$ cat config.mk
export PLATFORM = sky130hd
export DESIGN_NAME = force_sched
export DESIGN_NICKNAME = d
export VERILOG_FILES = /design/src/rtl/force_sched_pkg.sv /design/src/rtl/force_sched_fifo.sv /design/src/rtl/force_sched.sv
export SDC_FILE = /design/constraint.sdc
export NUM_CORES = 1
export LEC_CHECK = 0
export ABC_AREA = 1
export BUFFER_PORTS_ARGS = -buffer_cell sky130_fd_sc_hd__buf_2
export CAP_MARGIN = 20
export CELL_PAD_IN_SITES_DETAIL_PLACEMENT = 2
export CELL_PAD_IN_SITES_GLOBAL_PLACEMENT = 2
export CORE_ASPECT_RATIO = 0.6
export CORE_UTILIZATION = 43
export CTS_BUF_LIST = sky130_fd_sc_hd__clkbuf_2
export DETAILED_ROUTE_END_ITERATION = 10
export PLACE_DENSITY_LB_ADDON = 0.1
export SLEW_MARGIN = 0
export SYNTH_ARGS = -nofsm -noshare
export SYNTH_HDL_FRONTEND = slang
export SYNTH_HIERARCHICAL = 1
export SYNTH_SLANG_ARGS = --single-unit
$ cat constraint.sdc
create_clock -name clk -period 9.1 [get_ports clk]
set_clock_uncertainty 0.1 [all_clocks]
set_input_delay 0.91 -clock clk [delete_from_list [all_inputs] [get_ports clk]]
set_output_delay 0.91 -clock clk [all_outputs]
set_load 0.1 [all_outputs]
$ cat src/rtl/force_sched_pkg.sv
// Shared types for the force/release scheduler: the command record layout
// (at the default widths) and the scheduler FSM states.
package force_sched_pkg;

    localparam int DEF_W  = 9;
    localparam int DEF_CW = 32;

    typedef struct packed {
        logic [DEF_CW-1:0] start;
        logic [7:0]        len;
        logic [DEF_W-1:0]  en;
        logic [DEF_W-1:0]  val;
    } cmd_t;

    typedef enum logic [1:0] {
        IDLE,
        WAIT,
        FORCE
    } state_t;

endpackage

$ cat src/rtl/force_sched_fifo.sv
// Synchronous command FIFO with full/empty flags. The element type defaults to
// cmd_t and is overridden by the top level to match its width parameters.
module force_sched_fifo
    import force_sched_pkg::*;
#(
    parameter type T     = cmd_t,
    parameter int  DEPTH = 4
) (
    input  logic clk,
    input  logic rst_n,
    input  logic push,
    input  T     wr_data,
    input  logic pop,
    output T     rd_data,
    output logic full,
    output logic empty
);

    localparam int AW = $clog2(DEPTH);

    T             mem [DEPTH];
    logic [AW:0]  wr_ptr;
    logic [AW:0]  rd_ptr;

    // Extra pointer MSB distinguishes full from empty when the indices match.
    assign empty   = (wr_ptr == rd_ptr);
    assign full    = (wr_ptr[AW] != rd_ptr[AW]) && (wr_ptr[AW-1:0] == rd_ptr[AW-1:0]);
    assign rd_data = mem[rd_ptr[AW-1:0]];

    always_ff @(posedge clk) begin
        if (!rst_n) begin
            wr_ptr <= '0;
            rd_ptr <= '0;
        end else begin
            if (push && !full) begin
                wr_ptr <= wr_ptr + (AW+1)'(1);
            end
            if (pop && !empty) begin
                rd_ptr <= rd_ptr + (AW+1)'(1);
            end
        end
    end

    // NOTE: storage is deliberately left out of reset; an entry is only read
    // after it has been written, so clearing it would just cost reset fan-out.
    always_ff @(posedge clk) begin
        if (push && !full) begin
            mem[wr_ptr[AW-1:0]] <= wr_data;
        end
    end

endmodule

$ cat src/rtl/force_sched.sv
// Cycle-scheduled force/release driver: queued commands overlay a per-bit value
// onto net_in for a window of cycles. FORCE_SCHED_LATE_CNT_EN adds late_cnt.
module force_sched
    import force_sched_pkg::*;
#(
    parameter int W     = 9,
    parameter int DEPTH = 4,
    parameter int CW    = 32
) (
    input  logic          clk,
    input  logic          rst_n,
    input  logic          cmd_valid,
    output logic          cmd_ready,
    input  logic [CW-1:0] cmd_start,
    input  logic [7:0]    cmd_len,
    input  logic [W-1:0]  cmd_en,
    input  logic [W-1:0]  cmd_val,
    input  logic [W-1:0]  net_in,
    output logic [W-1:0]  net_out,
    output logic [CW-1:0] cyc,
    output logic          forcing,
    output logic          busy,
    output logic          late
`ifdef FORCE_SCHED_LATE_CNT_EN
    ,
    output logic [7:0]    late_cnt
`endif
);

    typedef struct packed {
        logic [CW-1:0] start;
        logic [7:0]    len;
        logic [W-1:0]  en;
        logic [W-1:0]  val;
    } cmd_rec_t;

    cmd_rec_t      push_cmd;
    cmd_rec_t      head;
    cmd_rec_t      pend;
    cmd_rec_t      src;
    logic          full;
    logic          empty;
    logic          push;
    logic          pop;
    state_t        state;
    state_t        state_nxt;
    logic [7:0]    remaining;
    logic          hold;
    logic [W-1:0]  ovr_en;
    logic [W-1:0]  ovr_val;
    logic          load;
    logic          clear;
    logic          late_nxt;
    logic [CW-1:0] cyc_next;

    assign push_cmd.start = cmd_start;
    assign push_cmd.len   = cmd_len;
    assign push_cmd.en    = cmd_en;
    assign push_cmd.val   = cmd_val;

    assign cmd_ready = !full;
    assign push      = cmd_valid && !full;

    force_sched_fifo #(
        .T     (cmd_rec_t),
        .DEPTH (DEPTH)
    ) u_fifo (
        .clk     (clk),
        .rst_n   (rst_n),
        .push    (push),
        .wr_data (push_cmd),
        .pop     (pop),
        .rd_data (head),
        .full    (full),
        .empty   (empty)
    );

    assign cyc_next = cyc + CW'(1);

    // IDLE inspects the FIFO head directly so a command that is already due
    // loads on the popping edge; only future starts park in WAIT.
    // NOTE: every output of this block gets a default first, so no path can
    // leave a signal unassigned and infer a latch.
    always_comb begin
        state_nxt = state;
        pop       = 1'b0;
        load      = 1'b0;
        clear     = 1'b0;
        late_nxt  = 1'b0;
        src       = pend;
        case (state)
            IDLE: begin
                src = head;
                if (!empty) begin
                    pop = 1'b1;
                    if (head.start == cyc_next) begin
                        load = 1'b1;
                    end else if (head.start <= cyc) begin
                        load     = 1'b1;
                        late_nxt = 1'b1;
                    end
                    state_nxt = load ? FORCE : WAIT;
                end
            end
            WAIT: begin
                if (pend.start == cyc_next) begin
                    load      = 1'b1;
                    state_nxt = FORCE;
                end
            end
            FORCE: begin
                if (hold ? !empty : (remaining == 8'd1)) begin
                    clear     = 1'b1;
                    state_nxt = IDLE;
                end
            end
            default: state_nxt = IDLE;
        endcase
    end

    // NOTE: all state here uses non-blocking assignments so every register
    // samples pre-edge values regardless of statement order.
    always_ff @(posedge clk) begin
        if (!rst_n) begin
            state     <= IDLE;
            cyc       <= '0;
            late      <= 1'b0;
            pend      <= '0;
            ovr_en    <= '0;
            ovr_val   <= '0;
            remaining <= '0;
            hold      <= 1'b0;
        end else begin
            state <= state_nxt;
            cyc   <= cyc_next;
            late  <= late_nxt;
            if (pop) begin
                pend <= head;
            end
            if (load) begin
                ovr_en    <= src.en;
                ovr_val   <= src.val;
                remaining <= src.len;
                hold      <= (src.len == 8'd0);
            end else if (clear) begin
                ovr_en  <= '0;
                ovr_val <= '0;
            end else if (state == FORCE && !hold) begin
                remaining <= remaining - 8'd1;
            end
        end
    end

`ifdef FORCE_SCHED_LATE_CNT_EN
    always_ff @(posedge clk) begin
        if (!rst_n) begin
            late_cnt <= '0;
        end else if (late_nxt && late_cnt != 8'hFF) begin
            late_cnt <= late_cnt + 8'd1;
        end
    end
`endif

    assign net_out = (net_in & ~ovr_en) | (ovr_val & ovr_en);
    assign forcing = (state == FORCE);
    assign busy    = !empty || (state != IDLE);

endmodule

==> metrics.md <==
| Metric | Value |
|---|---|
| Layout cell share with drive strength beyond 1 | 16.5% |
| Initial DRC count | 1,620 |
| Number of global-route vias before repair | 17.3k |
| Slew margin rel. | 26.4% |
| CTS Buf Count | 88 |
| Hold_buf cts | 52 |
| Asr flop ratio synth | 0% |
| Post-synth EDFFs | 232 |
| Clk buf depth | 3 |
| Crit Path Max Fanout | 64 |
| Syn-to-layout area delta | 13.6% |
| Area contributors post-synth | edfxtp_1 (41%), dfxtp_1 (15%), nand2_1 (7.9%), nor2_1 (6.3%), o21ai_0 (5.5%) |
| Slowest cell on crit path | dfxtp_4 |
| Static Leak | 7.63 nW |
| Die Ht | 155 microns |
| Final WL | 79,300 microns |
| Cell taking the most area after synthesis | edfxtp_1 |
| Worst-margin pin slew | 1.10 ns |
| Share of the synthesized area in the top cell type | 41.3% |
| Max H-tree Level | 3 |
| Global-route wire length before repair | 117,000 microns |
| Routed wire per std cell | 30.5 microns |
| Final Hold Vio Count | 0 |
| Critical-path cell list | buf_4 > o21ai_0 > o22ai_1 > ha_1 > nand2_1 > nor3_1 > o21ai_0 > a21o_1 > a21oi_1 > nand2_2 > nand2_4 > nand2_4 > inv_2 > nand3_1 > a21oi_1 |
| Clk_lat worst skew | 1.10 ns |
| Worst path required time | 9.94 ns |
| F_max | 175 MHz |
| Clock sink count | 360 |
| Worst setup SP type | flop |
| Largest net degree at the start of global routing | 117 |
| Ys Warns | 6 |
| Grt total ovfl | 0 |
| DRT antenna net count | 0 |
| Worst path max stage delay | 0.92 ns |
| Hold WC Path Type | in -> reg |
| Peak VDD IR | 0.184 mV |
| PortBufs | 114 |
| # setup viols final | 0 |
| Mapped Cells | 1,820 |
| Synthesized area per cell | 9.27 sq um |
| Clock root buffer | clkbuf_2 |
| DRC Markers | 0 |
| DRT Pass-1 Iters | 5 |
| Final #Nets | 2,128 |
| Post-Syn Area | 16,900 sq um |
| Cell row count | 55 |
| I/O pin total | 115 |
| Maxcap violations | 0 |
| Main synth FF type | edfxtp_1 |
| Final HPWL DP | 45,900 microns |
| Clock slew at reported path FFs | 0.14 ns |
| Netlist cell types | 49 |
| Period utilisation layout | 62.8% |
| Worst Setup End Kind | flop |
| GPL Wtd Cong | 0.831 |
| #FFs+latches synth | 360 |
| Total number of vias | 15.8k |
| Worst setup path class | reg -> reg |
| Top post-synthesis cells by count | nand2_1 (353), nor2_1 (284), edfxtp_1 (232) |
| Initial core utilization | 44.2% |
| Post_cts resized | 0 |
| Status | completed |
| Most common cell in the synthesized netlist | nand2_1 |
| CTS tree | built |
| Sequential area share after synthesis | 56.5% |
| RSZ-0062 raised after global routing | false |
| WHS | 0.0777 ns |
| Post-CTS Repair Setup Buffers | 0 |
| GRT Total Usage | 39.8% |
| Die width | 258 microns |
| Worst EP arrival | 6.55 ns |
| Core ar. | 38,200 sq um |
| Die area | 40,100 sq um |
| Vias per inst | 6.07 |
| Initial antenna violation count | 3 |
| Synth Net Count | 1,930 |
| TNS Setup | 0 ns |
| PwrDens | 317 nW/um^2 |
| Crit path time final | 5.71 ns |
| Max-slew violation count | 0 |
## layout make-up
type | count | area (sq um)
clock buffers | 131 | 656
well taps | 513 | 642
inverters | 131 | 497
fillers | 4058 | 19000
clock inverters | 25 | 186
diodes | 2 | 5.00
flip-flops and latches | 360 | 9530
repair buffers | 180 | 1200
multi-input cells | 1257 | 6460
## report_power, final
group,internal (W),total (W),switching (W)
sequential,0.00203,0.00224,0.000208
combinational,0.000624,0.00251,0.00189
clock,0.000469,0.00132,0.000852
total,0.00313,0.00608,0.00295
## critical path, delay by kind of cell (launching register included)
family          cells  cell delay, ns
simple gates        6            1.41
buf+inv             2            1.03
compound gates      6            1.82
fa+ha+maj           1            0.24
flops               1            0.92
## layout by cell type, fill, tap and decap left out, types with 2 or more instances in the layout
master,synthesis,routed
nand2_1,353,353
nor2_1,284,278
edfxtp_1,232,232
o21ai_0,185,185
clkbuf_2,5,131
dfxtp_1,128,126
inv_1,125,125
buf_2,12,114
nand3_1,93,93
a21oi_1,68,68
o22ai_1,58,58
dlygate4sd3_1,0,52
ha_1,40,40
nand3b_1,35,35
nand2_2,21,21
clkinv_1,1,19
o31ai_1,17,17
nor2_4,9,14
buf_4,4,14
xnor2_1,13,13
xor2_1,11,11
mux2_2,9,9
nand4_1,9,9
nor2_2,6,7
o21ai_1,7,7
nor3_1,7,7
nand2_4,6,6
nand3_2,5,5
inv_2,4,5
nor4_1,3,3
bufinv_16,0,3
diode_2,0,2
nor2_8,2,2
and2_1,2,2
o21a_1,2,2
o211ai_1,2,2
a211oi_1,2,2
inv_6,1,2
nand3_4,2,2
## metal layers
layer	wire length, microns	GRT usage (%)	vias up
li1	-	-	6642
met1	33200	52.3	7951
met2	35400	62.4	921
met3	6920	9.17	266
met4	3690	18.7	2
met5	11	0	-
## cell families (layout without fill, tap and decap cells)
family,Yosys count,after routing,share of synthesized area (%)
AOI/OAI and AO/OA,343,343,11.0
xor gates and xnor gates,24,24,1.25
muxes,9,9,0.601
adders and majority gates,40,40,2.97
and+or+nand+nor,841,841,22.2
other,0,2,0
buffers and inverters,203,467,5.52
DFF,360,360,56.5
## registers in the layout, indices dropped and copies added, names as in the netlist, named ones only
register	flops
hold	1
cyc	32
pend	58
u_fifo/rd_ptr	3
u_fifo/wr_ptr	3
late	1
u_fifo/mem	232
ovr_val	9
remaining	8
ovr_en	9
state	2
## path summary, 6_finish.rpt
check | startpoint | end | slack (ns) | depth (start not counted)
worst max-delay path | flop | ovr_val[4] | 3.39 | 15
worst min-delay path | cmd_start[27] | u_fifo/mem[3][53] | 0.08 | 1
worst max register to register | flop | ovr_val[4] | 3.39 | 15
worst min register to register | pend[10] | pend[10] | 0.38 | 2
## through the flow
stage | setup slack (ns) | total power [W] | util (%) | cell area, sq um | instances
final | 3.39 | 0.00608 | 50.2 | 19200 | 2599
after global routing | 3.21 | 0.00628 | 50.2 | 19200 | 2599
after CTS | 3.77 | 0.00581 | 50.2 | 19200 | 2597
after detailed placement | 3.98 | 0.00452 | 46.6 | 17800 | 2389
after global placement | 4.25 | 0.00430 | 46.6 | 17800 | 2389
after floorplan | 4.74 | 0.00370 | - | 16900 | 1820
Note: power is estimated with default switching activity, not from simulation.
